<file path="config.mk">
export PLATFORM = sky130hd
export DESIGN_NAME = regfile_wr_arbiter
export DESIGN_NICKNAME = d
export VERILOG_FILES = /design/src/rtl/rf_arb_pkg.sv /design/src/rtl/rr_arbiter.sv /design/src/rtl/regfile_wr_arbiter.sv
export SDC_FILE = /design/constraint.sdc
export NUM_CORES = 1
export LEC_CHECK = 0
export ABC_CLOCK_PERIOD_IN_PS = 5000
export CORE_UTILIZATION = 40
export CTS_CLUSTER_DIAMETER = 50
export DETAILED_ROUTE_END_ITERATION = 12
export MAX_ROUTING_LAYER = met4
export PLACE_DENSITY_LB_ADDON = 0.3
export SKIP_CTS_REPAIR_TIMING = 1
export SLEW_MARGIN = 10
export SYNTH_ARGS = -nofsm -noshare
export SYNTH_HDL_FRONTEND = slang
export SYNTH_SLANG_ARGS = --single-unit
export TNS_END_PERCENT = 30
</file>
<file path="constraint.sdc">
create_clock -name clk -period 5 [get_ports clk]
set_input_delay 1 -clock clk [delete_from_list [all_inputs] [get_ports clk]]
set_output_delay 1 -clock clk [all_outputs]
set_load 0.02 [all_outputs]
</file>
<file path="src/rtl/rf_arb_pkg.sv">
// Shared types and default sizes for the register-file write-port arbiter.
package rf_arb_pkg;

    localparam int NumReqDef    = 3;
    localparam int DataWidthDef = 16;
    localparam int AddrWidthDef = 4;

    typedef enum logic [1:0] {
        IDLE,
        ISSUE,
        HOLD
    } state_t;

endpackage

</file>
<file path="src/rtl/rr_arbiter.sv">
// Round-robin arbiter with an internal pointer; scanning starts one past the last winner.
module rr_arbiter
    import rf_arb_pkg::*;
#(
    parameter int NumReq = NumReqDef,
    localparam int PtrW  = (NumReq > 1) ? $clog2(NumReq) : 1
) (
    input  logic              clk,
    input  logic              rst_n,
    input  logic [NumReq-1:0] req_i,
    input  logic              en_i,
    input  logic              xfer_i,
    output logic [NumReq-1:0] grant_o,
    output logic [PtrW-1:0]   gnt_idx_o
);

    logic [PtrW-1:0] ptr_q, ptr_d;
    logic [PtrW-1:0] scanIdx;
    logic            found;

    always_comb begin
        grant_o   = '0;
        gnt_idx_o = ptr_q;
        found     = 1'b0;
        scanIdx   = '0;
        for (int off = 1; off <= NumReq; off++) begin
            scanIdx = PtrW'((int'(ptr_q) + off) % NumReq);
            if (en_i && !found && req_i[scanIdx]) begin
                found            = 1'b1;
                grant_o[scanIdx] = 1'b1;
                gnt_idx_o        = scanIdx;
            end
        end
    end

    assign ptr_d = xfer_i ? gnt_idx_o : ptr_q;

    // Reset to the last index so requester 0 is first in line.
    always_ff @(posedge clk) begin
        if (!rst_n) begin
            ptr_q <= PtrW'(NumReq - 1);
        end else begin
            ptr_q <= ptr_d;
        end
    end

endmodule

</file>
<file path="src/rtl/regfile_wr_arbiter.sv">
// Shares the register-file write port between several writeback sources.
// Optional macro RF_ARB_R0_DISCARD_EN: accepted writes to r0 are dropped instead of issued.
module regfile_wr_arbiter
    import rf_arb_pkg::*;
#(
    parameter int NumReq    = NumReqDef,
    parameter int DataWidth = DataWidthDef,
    parameter int AddrWidth = AddrWidthDef
) (
    input  logic                        clk,
    input  logic                        rst_n,
    input  logic [NumReq-1:0]           req_valid,
    input  logic [NumReq*AddrWidth-1:0] req_addr,
    input  logic [NumReq*DataWidth-1:0] req_data,
    output logic [NumReq-1:0]           req_ready,
    input  logic                        wr_stall,
    output logic                        reg_w_en,
    output logic [AddrWidth-1:0]        reg_addr,
    output logic [DataWidth-1:0]        reg_data,
    input  logic [AddrWidth-1:0]        rd_addr1,
    input  logic [AddrWidth-1:0]        rd_addr2,
    output logic                        rd_hazard1,
    output logic                        rd_hazard2
);

    localparam int PtrW = (NumReq > 1) ? $clog2(NumReq) : 1;

`ifdef RF_ARB_R0_DISCARD_EN
    localparam bit DiscardR0 = 1'b1;
`else
    localparam bit DiscardR0 = 1'b0;
`endif

    state_t                 state_q, state_d;
    logic [AddrWidth-1:0]   addr_q, addr_d;
    logic [DataWidth-1:0]   data_q, data_d;
    logic [NumReq-1:0]      grant;
    logic [PtrW-1:0]        gntIdx;
    logic                   arbEn;
    logic                   xfer;
    logic                   capture;
    logic [AddrWidth-1:0]   selAddr;
    logic [DataWidth-1:0]   selData;

    // The stage can accept only when empty or draining this cycle.
    assign arbEn = rst_n && !wr_stall && (state_q != HOLD);

    rr_arbiter #(
        .NumReq (NumReq)
    ) uArb (
        .clk       (clk),
        .rst_n     (rst_n),
        .req_i     (req_valid),
        .en_i      (arbEn),
        .xfer_i    (xfer),
        .grant_o   (grant),
        .gnt_idx_o (gntIdx)
    );

    assign req_ready = grant;
    assign xfer      = |grant;
    assign selAddr   = req_addr[int'(gntIdx)*AddrWidth +: AddrWidth];
    assign selData   = req_data[int'(gntIdx)*DataWidth +: DataWidth];
    assign capture   = xfer && !(DiscardR0 && (selAddr == '0));

    always_comb begin
        state_d = state_q;
        addr_d  = addr_q;
        data_d  = data_q;
        if (capture) begin
            addr_d = selAddr;
            data_d = selData;
        end
        case (state_q)
            IDLE:    if (capture) state_d = ISSUE;
            ISSUE: begin
                if (wr_stall)     state_d = HOLD;
                else if (capture) state_d = ISSUE;
                else              state_d = IDLE;
            end
            HOLD:    if (!wr_stall) state_d = ISSUE;
            default: state_d = IDLE;
        endcase
    end

    always_ff @(posedge clk) begin
        if (!rst_n) begin
            state_q <= IDLE;
            addr_q  <= '0;
            data_q  <= '0;
        end else begin
            state_q <= state_d;
            addr_q  <= addr_d;
            data_q  <= data_d;
        end
    end

    // Gating with rst_n keeps a write pending at reset from ever committing.
    assign reg_w_en   = rst_n && (state_q == ISSUE);
    assign reg_addr   = addr_q;
    assign reg_data   = data_q;
    assign rd_hazard1 = (state_q != IDLE) && (addr_q == rd_addr1);
    assign rd_hazard2 = (state_q != IDLE) && (addr_q == rd_addr2);

endmodule

</file>
==> out/results.ini <==
[run_status]
status = finished clean

[timing]
report.final.slew_viol_count = 0
clock.fmax_ghz = 0.233
setup_viol = 0
worst_slew_pin_slew_ns = 1.11
fin_crit_sh_pct = 85.7
setup_ws_ns = 0.713
maxSlewHeadroom_pct = 25.4
holdWs_ns = 0.499
finalCriticalPeriod_ns = 4.29
skew_ns = 0.00471
fin_setup_tns_ns = 0
rsz0062_at_grt = no
finalHoldViolCount = 0

[power]
leakage_nw = 1.17
ir_drop_mv = 0.166
power.total_mw = 0.904
power_density_nw_per_um2 = 316

[global_route]
grt_max_degree = 22
gr-total-overflow = 0
grt_first_pass_wirelength_um = 7980
track_usage_pct = 23.3
grt_pass1_vias = 1833
antenna_found_initial = 0

[placement]
port_buffers = 99
place.detailed.hpwl_um = 4150
place_inst = 332
place.gp.congestion = 0.850
placed_area_um2 = 2790
place_ws_ns = 0.708

[cells_and_area]
final_cell_mix = 99 x clkdlybuf4s50_1, 24 x dfxtp_1, 23 x mux2i_1, 20 x nor3_1, 20 x a221o_1
fin_util_pct = 69.0
drive_gt1_share_pct = 7.34
antenna_cells = 0
syn_to_final_growth_pct = 59.3
mostFrequentLayoutCell = clkdlybuf4s50_1
stdcell_count = 336
n_fill_cell = 351
design_area_um2 = 2860
fin_nets = 365

[logic_synthesis]
muxShareOfSynthArea_pct = 15.1
syn_inst = 194
yosys_warnings = 0
synth_compound_area_share_pct = 24.3
seq_area_frac_synth_pct = 26.8
synth.net_count = 272
synth-simple-area-share_pct = 21.0
synth_ff_type = dfxtp_1
synth_edf_count = 0
synth_xor_area_share_pct = 3.90
synthDistinctLibCells = 50
synth-adder-area-share_pct = 2.79
synth_top_family_by_area = compound AO/OA/AOI/OAI gates
async_flop_share_pct = 0
syn_area_per_cell_um2 = 9.26
ys_seq_elements = 24
netlist_area_um2 = 1800

[die]
dieWidth_um = 69.0
dieArea_um2 = 4760
ioPinCount = 100
die_height_um = 69.0
core.rowCount = 23
core_um2 = 4140
initial_utilization_pct = 43.3

[setup_path]
slowest_stage = clkdlybuf4s50_1
critPathKind = in2out
crit_required_ns = 4.00
cp-end-kind = output pin
crit_path_start_kind = input port
path_common_cell = clkdlybuf4s50_1
crit_path_max_incr_delay_ns = 0.59
worstPathMaxFanout = 8
crit_path_cell_trace = clkdlybuf4s50_1, and2b_1, a22oi_1, o32a_1, nor3_4, a21o_2, clkdlybuf4s50_1
arrival_ns = 3.29

[detailed_routing]
wl_per_cell_um = 16.3
via_per_inst = 5.68
first_pass_iters = 4
drt_wl_total_um = 5470
drc = 0
ant_nets = 0
vias = 1908
drt_iter0_drc = 160

[clocking]
cts_tree = built
cts_buffers = 3
htree_levels = 1
cts_root_buf = clkbuf_8
cts_buffer_depth = 2
clock_latency_ns = 0.27
clkSlewWorstSetupHoldPaths_ns = 0.09
clock-sinks = 24

[min_path]
hp-class = reg2reg

[run]
cap_viol_max_count = 0

-- state kept, by name, summed over array words and instances (netlist names) --
register	cells
uArb.ptr_q	2
reg_data	16
reg_addr	4
state_q	2
-- Yosys cell counts (2+ instances only) --
cell type   n  area [µm²]
a21oi_1     5        25.0
a211oi_1    2        15.0
and2b_1     2        15.0
buf_4       2        15.0
inv_1       5        18.8
nor4_1      2        12.5
xor2_1      6        52.6
nor3_1     20         100
mux2_4      2        30.0
a31oi_1     5        31.3
nand2b_1    4        25.0
nand2_1     8        30.0
o21ai_0     3        15.0
buf_2       9        45.0
nand3b_1    3        22.5
xnor2_1     2        17.5
a221o_1    20         200
o21ai_1     2        10.0
dfxtp_1    24         480
nor2b_1     6        37.5
o22a_1      2        17.5
nor2_1      4        15.0
mux2i_1    24         240
ha_1        4        50.1
buf_6       3        33.8
-- per-layer routing --
| metal | vias up | track usage, % | routed length [µm] |
|---|---|---|---|
| met2 | 99 | 39.2 | 2750 |
| met5 | - | - | 0 |
| met3 | 7 | 4.28 | 375 |
| met1 | 870 | 28.0 | 2290 |
| li1 | 932 | - | - |
| met4 | 0 | 6.89 | 56 |
-- where the power goes --
group	internal (mW)	switching, mW	leakage, nW	total (mW)
combinational	0.238	0.235	0.935	0.474
sequential	0.227	0.0288	0.196	0.256
clock	0.107	0.0674	0.0357	0.175
-- worst max-delay path: cells and delay by family --
kind / cells / cell delay (ns)
AO/OA/AOI/OAI: 3 / 0.61
buffers and inverters: 2 / 1.11
AND/OR/NAND/NOR: 2 / 0.57
-- final timing paths --
path | endpoint | slack, ns | cells past startpoint | from
worst max-delay path | req_ready[0] | 0.71 | 7 | req_valid[1]
worst min register to register | reg_data[9] | 0.50 | 1 | reg_data[9]
worst max register to register | reg_data[0] | 1.30 | 9 | uArb.ptr_q[0]
worst min-delay path | reg_data[9] | 0.50 | 1 | reg_data[9]
-- final cells by class --
| cell class | count | area (µm²) | share of cell area (%) |
|---|---|---|---|
| Inverter | 5 | 18.8 | 0.656 |
| Clock buffer | 3 | 41.3 | 1.44 |
| Clock inverter | 1 | 30.0 | 1.05 |
| Multi-Input combinational cell | 151 | 1210 | 42.4 |
| Sequential cell | 24 | 480 | 16.8 |
| Timing Repair Buffer | 102 | 1010 | 35.4 |
| Tap cell | 50 | 62.6 | 2.19 |
-- kinds of logic (layout without fill, tap and decap cells) --
family          after synthesis  after routing
compound gates               51             51
xor+xnor                      8              8
fa+ha+maj                     4              4
buf+inv                      19            111
flops                        24             24
mux                          26             26
simple gates                 62             62
Note: power is estimated with default switching activity, not from simulation.
